### src/rtl/traffic_phase_sequencer.sv
`default_nettype none
// ============================================================================
// Module   : traffic_phase_sequencer
// Brief    : Highway / farm-road light sequencer driving a shared interval
//            timer, with farm-road demand latch and a timer watchdog.
// Revision : 1.0 - initial release
// ============================================================================
module traffic_phase_sequencer #(
    parameter int T_HG      = 8,
    parameter int T_Y       = 3,
    parameter int T_AR      = 1,
    parameter int T_FG      = 5,
    parameter int WD_CYCLES = 64
) (
    input  logic       clk1,
    input  logic       reset,
    input  logic       sensor,
    input  logic       expired,
    output logic       start_timer,
    output logic [3:0] value,
    output logic [1:0] hw_light,
    output logic [1:0] fr_light,
    output logic       fault
);

    localparam logic [1:0] c_RED = 2'b00;
    localparam logic [1:0] c_YEL = 2'b01;
    localparam logic [1:0] c_GRN = 2'b10;
    localparam int         c_WD_W = $clog2(WD_CYCLES + 1);

    typedef enum logic [3:0] {
        S_HG_ARM   = 4'd0,
        S_HG_WAIT  = 4'd1,
        S_HG_HOLD  = 4'd2,
        S_HY_ARM   = 4'd3,
        S_HY_WAIT  = 4'd4,
        S_AR1_ARM  = 4'd5,
        S_AR1_WAIT = 4'd6,
        S_FG_ARM   = 4'd7,
        S_FG_WAIT  = 4'd8,
        S_FY_ARM   = 4'd9,
        S_FY_WAIT  = 4'd10,
        S_AR2_ARM  = 4'd11,
        S_AR2_WAIT = 4'd12,
        S_FAULT    = 4'd13
    } state_t;

    state_t              r_state;
    state_t              w_state_nxt;
    logic                r_car_pending;
    logic [c_WD_W-1:0]   r_wd;
    logic [3:0]          r_value;
    logic                w_is_arm;
    logic                w_is_wait;
    logic                w_in_farm;
    logic                w_wd_trip;

    function automatic logic [3:0] f_dur(input state_t s);
        case (s)
            S_HY_ARM, S_HY_WAIT, S_FY_ARM, S_FY_WAIT:    f_dur = 4'(T_Y);
            S_AR1_ARM, S_AR1_WAIT, S_AR2_ARM, S_AR2_WAIT: f_dur = 4'(T_AR);
            S_FG_ARM, S_FG_WAIT:                         f_dur = 4'(T_FG);
            default:                                     f_dur = 4'(T_HG);
        endcase
    endfunction

    assign w_wd_trip = (r_wd == c_WD_W'(WD_CYCLES - 1));
    assign w_in_farm = (r_state == S_FG_ARM) || (r_state == S_FG_WAIT) ||
                       (r_state == S_FY_ARM) || (r_state == S_FY_WAIT);

    always_comb begin
        w_state_nxt = r_state;
        w_is_arm    = 1'b0;
        w_is_wait   = 1'b0;
        hw_light    = c_RED;
        fr_light    = c_RED;
        fault       = 1'b0;
        case (r_state)
            S_HG_ARM: begin
                w_is_arm    = 1'b1;
                hw_light    = c_GRN;
                w_state_nxt = S_HG_WAIT;
            end
            S_HG_WAIT: begin
                w_is_wait = 1'b1;
                hw_light  = c_GRN;
                if (expired)
                    w_state_nxt = r_car_pending ? S_HY_ARM : S_HG_HOLD;
                else if (w_wd_trip)
                    w_state_nxt = S_FAULT;
            end
            S_HG_HOLD: begin
                hw_light = c_GRN;
                if (r_car_pending)
                    w_state_nxt = S_HY_ARM;
            end
            S_HY_ARM: begin
                w_is_arm    = 1'b1;
                hw_light    = c_YEL;
                w_state_nxt = S_HY_WAIT;
            end
            S_HY_WAIT: begin
                w_is_wait = 1'b1;
                hw_light  = c_YEL;
                if (expired)        w_state_nxt = S_AR1_ARM;
                else if (w_wd_trip) w_state_nxt = S_FAULT;
            end
            S_AR1_ARM: begin
                w_is_arm    = 1'b1;
                w_state_nxt = S_AR1_WAIT;
            end
            S_AR1_WAIT: begin
                w_is_wait = 1'b1;
                if (expired)        w_state_nxt = S_FG_ARM;
                else if (w_wd_trip) w_state_nxt = S_FAULT;
            end
            S_FG_ARM: begin
                w_is_arm    = 1'b1;
                fr_light    = c_GRN;
                w_state_nxt = S_FG_WAIT;
            end
            S_FG_WAIT: begin
                w_is_wait = 1'b1;
                fr_light  = c_GRN;
                if (expired)        w_state_nxt = S_FY_ARM;
                else if (w_wd_trip) w_state_nxt = S_FAULT;
            end
            S_FY_ARM: begin
                w_is_arm    = 1'b1;
                fr_light    = c_YEL;
                w_state_nxt = S_FY_WAIT;
            end
            S_FY_WAIT: begin
                w_is_wait = 1'b1;
                fr_light  = c_YEL;
                if (expired)        w_state_nxt = S_AR2_ARM;
                else if (w_wd_trip) w_state_nxt = S_FAULT;
            end
            S_AR2_ARM: begin
                w_is_arm    = 1'b1;
                w_state_nxt = S_AR2_WAIT;
            end
            S_AR2_WAIT: begin
                w_is_wait = 1'b1;
                if (expired)        w_state_nxt = S_HG_ARM;
                else if (w_wd_trip) w_state_nxt = S_FAULT;
            end
            S_FAULT: begin
                hw_light = c_YEL;
                fr_light = c_YEL;
                fault    = 1'b1;
            end
            default: w_state_nxt = S_FAULT;
        endcase
    end

    // The pulse is masked while reset is held so the ARM cycle counts only
    // once reset has been released.
    assign start_timer = w_is_arm & ~reset;
    assign value       = r_value;

    always_ff @(posedge clk1) begin
        if (reset) begin
            r_state       <= S_HG_ARM;
            r_value       <= 4'(T_HG);
            r_car_pending <= 1'b0;
            r_wd          <= '0;
        end else begin
            r_state <= w_state_nxt;
            if (w_state_nxt != r_state)
                r_value <= f_dur(w_state_nxt);
            // Clearing on FG entry takes priority over a same-cycle sensor hit.
            if (w_state_nxt == S_FG_ARM)
                r_car_pending <= 1'b0;
            else if (sensor && !w_in_farm)
                r_car_pending <= 1'b1;
            if (w_is_wait)
                r_wd <= r_wd + c_WD_W'(1);
            else
                r_wd <= '0;
        end
    end

endmodule
`default_nettype wire
### config.mk
export PLATFORM = sky130hd
export DESIGN_NAME = traffic_phase_sequencer
export DESIGN_NICKNAME = d
export VERILOG_FILES = /design/src/rtl/traffic_phase_sequencer.sv
export SDC_FILE = /design/constraint.sdc
export NUM_CORES = 1
export LEC_CHECK = 0
export ABC_CLOCK_PERIOD_IN_PS = 5000
export BUFFER_PORTS_ARGS = -buffer_cell sky130_fd_sc_hd__buf_2
export CAP_MARGIN = 20
export CORE_MARGIN = 3
export CORE_UTILIZATION = 60
export DETAILED_ROUTE_END_ITERATION = 16
export GPL_TIMING_DRIVEN = 0
export PLACE_DENSITY_LB_ADDON = 0.12
export SLEW_MARGIN = 25
export SYNTH_ARGS = -nofsm -noshare
export SYNTH_HDL_FRONTEND = slang
export SYNTH_SLANG_ARGS = --single-unit
### constraint.sdc
create_clock -name clk1 -period 5 [get_ports clk1]
set_clock_uncertainty 0.05 [all_clocks]
set_input_delay 0.5 -clock clk1 [delete_from_list [all_inputs] [get_ports clk1]]
set_output_delay 0.5 -clock clk1 [all_outputs]
set_load 0.02 [all_outputs]
======== Word level (Yosys, flattened, before mapping) ========
Memory sizes are Yosys's and may differ from the RTL's. A register that Yosys moved wholly into a read port is not among the register bits.
Index checks and enable logic that the tools add are counted.
word-level totals
  bits in read-only memories .............. 64
  flip-flop bits (word level) ............. 12
  output and inout port bits .............. 10
  memory bits (writable) .................. 0
  bits of input ports ..................... 4
  memories kept ........................... 1
  word-level logic and storage cells ...... 53
  latch bits .............................. 0
cells by class
  bitwise operators ....................... 3
  equal/unequal tests ..................... 16
  reductions and logical operators ........ 14
  div/mod/pow operators ................... 0
  muxes and demuxes ....................... 15
  add/subtract/negate cells ............... 1
  $lt $le $gt $ge ......................... 0
  shift operators ......................... 0
  multipliers ............................. 0
memories
  name              depth  bits a word  rd ports  clocked after memory_dff  wr ports  line  RTL
  (name not given)  16     4            1         1                         0         59    case (s)
operator list
  kind                   count
  $pmux W4 S14           1
  $mux W4                8
  $eq A4 B4 Y1 const B   6
  $eq A4 B3 Y1 const B   5
  $reduce_or A6 Y1       2
  $reduce_or A3 Y1       3
  $eq A4 B2 Y1 const B   2
  $pmux W2 S2            2
  $add A7 B1 Y7 const B  1
  $eq A7 B6 Y1 const B   1
  $reduce_or A2 Y1       3
  $eq A4 B1 Y1 const B   1
  $logic_not A4 Y1       1
  $mux W1                4
  $ne A4 B4 Y1           1
  $logic_or A1 B1 Y1     3
  $not A1 Y1             2
  $and A1 B1 Y1          1
  $logic_and A1 B1 Y1    1
  $logic_not A1 Y1       1

======== Logic depth before layout (Yosys ltp) ========
Gate-level depths: netlist of run 1.
  depth after elaboration ................. 6
  mapped depth ............................ 11

======== Worst setup path before layout of run 1 ========
OpenSTA, ideal clock, no wires.
  path kind ............................... register -> register
  from .................................... register r_wd[0]
  to ...................................... register r_value[0], in the netlist value[0]
  stages on the path, launching flop included .. 9
  arrival time ............................ 2124 ps
  required time ........................... 4833 ps
  slack ................................... 2709 ps
  path through ............................ dfxtp_1 -> ha_1 -> and3_1 -> buf_2 -> a31o_2 -> a22o_1 -> ha_1 -> or3_1 -> a32o_1
between the ends
  cells in the longest elaborated chain, start to end .. 5
  elaborated cells on any way between the ends .. 10
ends and longest elaborated chain
  what                                   line  RTL
  start: declaration                     51    logic [c_WD_W-1:0] r_wd;
  start signal: assignment               178   r_wd <= r_wd + c_WD_W'(1);
  $eq A7 B6 Y1 *                         67    assign w_wd_trip = (r_wd == c_WD_W'(WD_CYCLES - 1));
  $mux W4 *                              n/a
  $mux W4, or another cell as far along  145   if (expired) w_state_nxt = S_HG_ARM;
  $pmux W4 S14 *                         78    case (r_state)
  $ne A4 B4 Y1                           170   if (w_state_nxt != r_state)
  end: declaration                       52    logic [3:0] r_value;
Mark *: on every way between the ends. The rest lies on a longest branch, timed or not.
A chain may end at the register's enable or synchronous reset.

======== Worst setup path after layout of run 1 ========
  from .................................... register r_wd[0]
  to ...................................... register r_value[1], in the netlist value[1]
The elaborated chain is that of the path after synthesis.

==> metrics list, run 1 <==
- The worst setup path is launched from a flop.
- TritonCTS clock tree: yes
* Max IR drop VDD: just over 0.2 mV
* Finished layout cell area: between 1000 and 1500 sq um
- Count of unresolved DRC violations after routing: 0
* Worst hold path depth: 1
- The worst register-to-register path has a setup slack of 2.52 ns.
* Wire length reported by the detailed router: 2380 um
- Horizontal die dimension: approximately 49 um
* Die height: just under 50 um
- Across every metal layer, demand over resource in global routing totals 0.222.
* Global-route wire length before repair: about 4300 um
- The tool flagged a number of max-cap violations equal to 0.
* Setup TNS Final: 0 ns
* Setup repair after global routing missed its margin: no
- Slew at the pin closest to its max-slew limit: around 0.53 ns
- Once placement completed, the tool counted placed cells totaling about 170.
- R2r worst-path depth: 10
- Non-filler cells, final: between 150 and 200
- The count of buffers added on input and output ports is 13.
- By area the synthesized netlist is led by dfxtp_1 29%, nor2_1 7.1%, xnor2_1 4.0%, a21oi_1 3.6%, ha_1 3.4%.
- After clock tree synthesis, the clock-pin slew on the worst setup and hold paths is between 0.1 and 0.15 ns.
* Hold_buf cts: 0
- Detail-routed net length per standard cell: around 13 um
* Worst-skew pair later-pin latency: approximately 0.30 ns
- The worst setup path is of the flop to flop kind.
* Worst min-delay path endpoint: r_wd[0]$_SDFF_PP0_
* Max Clk Rate: ~400 MHz
- Hold WC Path Type: flop to flop
- The clock passes through at most 2 buffers.
* First-pass DRT Iterations: 4
- Post-Syn Area: 1110 sq um
- Post-synthesis sequential area ratio: 0.289
- Power consumption: 0.316 mW
* Post-synthesis net count: 143
- The congestion estimate from routability-driven global placement came to roughly 0.9.
- Post-Synthesis Cells: roughly 140
* Number of unique standard cell types used by synthesis: 52
* Launching point of the worst reg2reg path: r_wd[0]$_SDFF_PP0_
- The run finished with clean final reports.
- Root cell of the clock tree: clkbuf_4
- The region available for standard cell placement spans 1610 sq um.
- Once placement finished, the instance area stood at between 1000 and 1500 sq um.
- Top cell types by occurrence after synthesis: 21 x nor2_1, 16 x dfxtp_1, 8 x a21oi_1, 8 x inv_1
- Via count of the first global-routing pass: 948
- The number of endpoints with negative hold slack in the final report came to 0.
* Post-synth EDFFs: 0
* Initial Utilization: 0.687
- At the worst endpoint, the required time is 5.17 ns.
- In this run the remaining antenna-violating nets after routing total 0.
- The number of antenna violations at the first check in global routing is 0.
- Summed over all layers, the global routing overflow is 0.
* Reg-to-Reg End: value[1]$_SDFFE_PP0P_
- Post-layout worst setup margin: roughly 2.5 ns
- The number of gates resized after CTS was 0.
* Share of cells above drive strength 1: 0.196
- After legalization and detailed placement, the total HPWL measured between 1500 and 2000 um.
- nor2_1 is the most common cell in the netlist.
- The detailed router placed around 1100 vias in this run.
- Synth async-reset ratio: 0
- Power Dens Cells: 255 nW/um^2
- Number of buffers added by the clock tree synthesis step: 3
- Of all nets on the critical path, the largest fanout is 8.
* Yosys warnings: 0
- Origin of the worst min-delay path: r_wd[0]$_SDFF_PP0_
- Fin crit period: 2.48 ns
* Number of top-level design ports: 14
* CP Capture Type: flop
- Row count: 14
- Setup violations, final: 0
- Antenna cells: 0
- DR vias/cell: between 6 and 7
- Library cell occupying the most area in the post-synthesis netlist: dfxtp_1
- For this run, the leading register cell type out of synthesis is dfxtp_1.
* Fraction of post-synthesis cell area in the top cell type by area: 0.289
- The analysis attributes to cell leakage a power of between 0.5 and 0.6 nW.
- Nets: approximately 160
- After the first detailed-routing iteration, the DRC count stood at 32.
* Total setup buffers inserted after CTS: 0
* CP Data Arrival Time: around 2.7 ns
* Area delta synth->final: 11.9%
* Final period util: 0.496
- Maximum number of pins on one net before global-route repair: 11
* Post-synthesis area per instance: roughly 8 sq um
- Worst setup slack before clock tree synthesis: around 2.4 ns
- Post-synthesis sequential element count: 16
- Final number of max-transition violations: 0
- The die covers 2400 sq um.
- Clock tree sinks: 16
- Number of H-tree levels: 1
- Slew margin rel.: 0.642
-- critical path, stage by stage, from the launching register on --
cell	delay, ns
dfxtp_1	0.33
ha_1	0.22
and3_1	0.18
buf_2	0.17
a41o_1	0.28
nor2_1	0.11
o21a_1	0.19
ha_1	0.21
nor4b_1	0.25
o21ai_0	0.15
a311oi_1	0.26
-- where the power goes --
part	leakage [nW]	switching, mW	internal, mW
Sequential	0.130	0.00433	0.135
Combinational	0.361	0.0554	0.0334
Clock	0.0210	0.0438	0.0444
Total	0.512	0.104	0.213
-- worst max-delay path by stage --
stage	startpoint	endpoint	slack, ns	depth (start not counted)
floorplan	r_wd[0]$_SDFF_PP0_	value[0]$_SDFFE_PP0P_	2.71	8
global placement	expired	value[0]$_SDFFE_PP0P_	2.46	8
detailed placement	expired	value[0]$_SDFFE_PP0P_	2.42	8
CTS	r_wd[0]$_SDFF_PP0_	value[1]$_SDFFE_PP0P_	2.55	10
global route	r_wd[0]$_SDFF_PP0_	value[1]$_SDFFE_PP0P_	2.38	10
finish	r_wd[0]$_SDFF_PP0_	value[1]$_SDFFE_PP0P_	2.52	10
-- cell usage in the layout, fill, tap and decap left out, drive strengths merged, types with 2 or more instances in the layout --
master   netlist  routed
nor2          21      21
buf            7      20
dfxtp         16      16
inv            8       8
a21oi          8       8
clkbuf         3       7
xnor2          5       5
nand3          5       5
nor3           4       4
o21ai          4       4
nand2          3       3
and3           3       3
a311oi         3       3
ha             3       3
a2111oi        3       3
nor2b          2       2
nand2b         2       2
xor2           2       2
o32a           2       2
mux2i          2       2
a31oi          2       2
nand3b         2       2
or3            2       2
-- flip-flops by register name, indices dropped and copies added (netlist names) --
| signal | flops |
|---|---|
| r_car_pending | 1 |
| value | 4 |
| r_state | 4 |
| r_wd | 7 |
-- per-stage QoR --
step | hold WS, ns | util
after global routing | 0.443 | 0.769
after CTS | 0.404 | 0.769
final | 0.405 | 0.769
after detailed placement | 0.390 | 0.746
after global placement | 0.378 | 0.746
after floorplan | 0.363 | -
-- cell type report --
class | instances | area, sq um
Multi-Input combinational cell | 102 | 701
Fill cell | 133 | 373
Sequential cell | 16 | 320
Timing Repair Buffer | 13 | 65.1
Buffer | 10 | 56.3
Clock buffer | 4 | 36.3
Inverter | 8 | 30.0
Tap cell | 24 | 30.0
-- cells by family after synthesis --
kind of cell             count (synthesis)  share of synthesized area
AO/OA/AOI/OAI                           38                      0.266
buffers and inverters                   18                     0.0780
flip-flops                              16                      0.289
multiplexers                             2                     0.0181
XOR/XNOR                                 7                     0.0554
AND/OR/NAND/NOR                         52                      0.260
adder cells (fa/ha/maj)                  3                     0.0339
-- metal layers --
metal,vias up,GRT usage,wire [um]
met5,-,0,0
met4,0,0.0806,35
met3,5,0.0245,125
met2,31,0.328,1070
met1,494,0.328,1150
li1,538,-,-
Power figures use the tool's default switching activity.
==> run 2, diff against run 1 <==
--- a/config.mk
+++ b/config.mk
@@ -5,11 +5,11 @@
 export SDC_FILE = /design/constraint.sdc
 export NUM_CORES = 1
 export LEC_CHECK = 0
-export ABC_CLOCK_PERIOD_IN_PS = 5000
+export ABC_CLOCK_PERIOD_IN_PS = 2100
 export BUFFER_PORTS_ARGS = -buffer_cell sky130_fd_sc_hd__buf_2
 export CAP_MARGIN = 20
 export CORE_MARGIN = 3
-export CORE_UTILIZATION = 60
+export CORE_UTILIZATION = 51
 export DETAILED_ROUTE_END_ITERATION = 16
 export GPL_TIMING_DRIVEN = 0
 export PLACE_DENSITY_LB_ADDON = 0.12
==> constraint.sdc (replaced) <==
create_clock -name clk1 -period 2.1 [get_ports clk1]
set_clock_uncertainty 0.05 [all_clocks]
set_input_delay 0.21 -clock clk1 [delete_from_list [all_inputs] [get_ports clk1]]
set_output_delay 0.21 -clock clk1 [all_outputs]
set_load 0.02 [all_outputs]
==> metrics list, run 2 (synthesized netlist as in run 1, its figures left out) <==
- The final routed wire length divided by cell count is 14.9 um (+11%).
* Critical path, cell by cell: buf_6 > or4b_4 > o21ai_4 > a21oi_2 > o21a_1 > ha_2 > or3_4 > a32o_1
- The initial core utilization is 0.553 (-0.134).
* Hpwl dp: 1930 um (+5.4%)
- The width of the die is 52.6 um (+7.4%).
- The total cell area at the placement stage was 1230 sq um (+2.1%).
- The count of standard-cell rows came to 16 (+2).
- Area delta synth->final: 30.5%
- The maximum fanout along the worst path was 6 (-2).
- Setup violations, final: 3 (+3)
* Setup repair after global routing missed its margin: yes
* Power share of the clock group: 0.249 (-0.030)
* Violation count after the first detailed-route iteration: 40 (+25%)
* Final hold viol count: 0 (unchanged)
- CP Capture Type: flop
* Root cell of the clock tree: clkbuf_4
* Part of the power in combinational logic: 0.339 (+0.058)
- The post-CTS clock slew at the launch and capture registers of the worst setup and hold paths was 0.10 ns (about the same).
- The number of CTS-inserted buffers came to 3 (unchanged).
- The internal cell power is 0.547 mW (+160%).
- Failing checks: negative setup slack
- Wire length reported by the detailed router: 2860 um (+20%)
* Final number of max-transition violations: 0 (unchanged)
- The flow ran to the end, but the final reports show violations.
* Initial antenna violation count: 0 (unchanged)
* Switching component of the power: 0.265 mW (+160%)
- Static leakage: 0.593 nW (+16%)
* Slowest cell on crit path: or4b_4
* Finished layout cell area: 1450 sq um (+17%)
- Kind of start point of the critical path: flop
- The largest net degree at the start of global routing is 11 (unchanged).
- Highest-count cells in the layout ignoring fill and taps: 21 x nor2_1, 15 x buf_4, 14 x buf_2
* All-layer global routing usage: 0.223 (+0.00101)
* Final GP Congestion: 0.966 (+7.0%)
- Type of the worst setup path: flop to flop
* Flip-flop count of the largest register, all copies and words added: 7 (unchanged)
- The net count reported at finish was 173 (+7.5%).
* Buffer levels on the longest clock path: 2 (unchanged)
- Antenna cells: 0 (unchanged)
- Setup TNS Final: -0.215 ns (-0.215 ns)
* Worst EP required: 2.24 ns (-2.93 ns)
* DR vias/cell: 6.18 (+2.4%)
- The latest clock arrival within the worst-skew pair was 0.29 ns (about the same).
- The area of the core is 2000 sq um (+24%).
* Die height: 52.6 um (+7.4%)
- Share of cells above drive strength 1: 0.364 (+0.168)
- Hold WC Path Type: primary input to flop
* Power consumption: 0.811 mW (+160%)
* Floorplan die area: 2770 sq um (+15%)
* Max Clk Rate: 452 MHz (+12%)
* CP Data Arrival Time: 2.36 ns (-0.29 ns)
* Number of H-tree levels: 1 (unchanged)
- Count of maximum capacitance violations: 0 (unchanged)
- The transition time at the pin with the least slew margin is 0.527 ns (-0.00537 ns).
* Switching share of power: 0.326 (-0.00105)
- The maximum VDD drop was 0.428 mV (+110%).
- The number of input and output port buffers inserted was 13 (unchanged).
- Count of unresolved DRC violations after routing: 0 (unchanged)
- The delay of the slowest critical-path stage was 0.49 ns (+0.16 ns).
* Congestion Overflow GR: 0 (unchanged)
- The final worst setup slack is -0.114 ns (-2.63 ns).
* Number of top-level design ports: 14 (unchanged)
- First-pass DRT Iterations: 4 (unchanged)
* Clock tree sinks: 16 (unchanged)
- Counting flops per register, the top entry is r_wd.
- The global-route wire length before repair came to 4550 um (+5.4%).
- Most frequent standard cell in the layout excluding fill and tap cells: nor2_1
- Sequential share of power: 0.412 (-0.029)
- Hold_buf cts: 0 (unchanged)
- The cell area power density came to 561 nW/um^2 (+120%).
* Fin crit period: 2.21 ns (-0.267 ns)
- Number of inserted filler cells in the final layout: 158 (+19%)
- Antenna-violating nets left: 0 (unchanged)
* Slew margin rel.: 0.648 (+0.00559)
* Vias post-DR: 1186 (+11%)
* Via count of the first global-routing pass: 1044 (+10%)
- TritonCTS built the clock tree.
- Final period util: 1.05 (+0.558)
==> run 2: cell types whose count changed in the layout (fill, tap and decap cells not counted), sizes merged <==
cell / previous run / this run
clkbuf: 7 / 8
buf: 20 / 31
==> run 2: worst paths after layout <==
| check | cells after the start | slack [ns] | startpoint | endpoint |
|---|---|---|---|---|
| worst min register to register | 2 | 0.40 | value[3]$_SDFFE_PP1P_ | value[3]$_SDFFE_PP1P_ |
| worst max register to register | 8 | -0.11 | r_state[1]$_SDFF_PP0_ | value[0]$_SDFFE_PP0P_ |
| worst max-delay path | 8 | -0.11 | r_state[1]$_SDFF_PP0_ | value[0]$_SDFFE_PP0P_ |
| worst min-delay path | 3 | 0.19 | reset | value[3]$_SDFFE_PP1P_ |
==> run 2: per-layer routing <==
metal / global-route usage / vias up / wire length (um) / share of wire
met5: 0 / - / 0 / 0
met3: 0.0484 / 13 / 141 / 0.049
met4: 0.0851 / 0 / 79 / 0.028
met2: 0.374 / 45 / 1420 / 0.50
met1: 0.275 / 564 / 1220 / 0.43
li1: - / 564 / - / -
==> run 2: final cells by class <==
class / instances / area, sq um / area share
Inverter: 8 / 30.0 / 0.0208
Tap cell: 27 / 33.8 / 0.0234
Clock buffer: 4 / 36.3 / 0.0251
Multi-Input combinational cell: 102 / 795 / 0.550
Timing Repair Buffer: 26 / 163 / 0.113
Sequential cell: 16 / 325 / 0.225
Buffer: 9 / 62.6 / 0.0433
==> run 2: power groups by stage <==
stage,Combinational (mW),Sequential [mW],Clock (mW)
after floorplan,0.148,0.350,0
after CTS,0.237,0.334,0.205
after global routing,0.300,0.337,0.223
after global placement,0.209,0.339,0
after detailed placement,0.213,0.340,0
final,0.275,0.335,0.202
==> run 2: worst max-delay path, delay by kind of cell (launching register included) <==
kind | cells | cell delay [ns]
AND/OR/NAND/NOR | 2 | 0.82
adder cells (fa/ha/maj) | 1 | 0.22
flip-flops | 1 | 0.33
buffers and inverters | 1 | 0.12
AO/OA/AOI/OAI | 4 | 0.57
==> run 2: what timing repair did <==
action                                  CTS  global route
setup buffers                             5             8
gates resized for setup                  10            17
pin swaps                                 7            12
endpoints found under the setup margin    6             6
==> run 2: metrics by stage <==
| step | setup slack (ns) | utilization | cells | hold slack (ns) |
|---|---|---|---|---|
| after CTS | -0.118 | 0.663 | 184 | 0.189 |
| final | -0.114 | 0.722 | 192 | 0.190 |
| after floorplan | 0.00350 | - | 136 | 0.341 |
| after global routing | -0.199 | 0.722 | 192 | 0.194 |
| after global placement | -0.135 | 0.613 | 176 | 0.353 |
| after detailed placement | -0.164 | 0.613 | 176 | 0.365 |
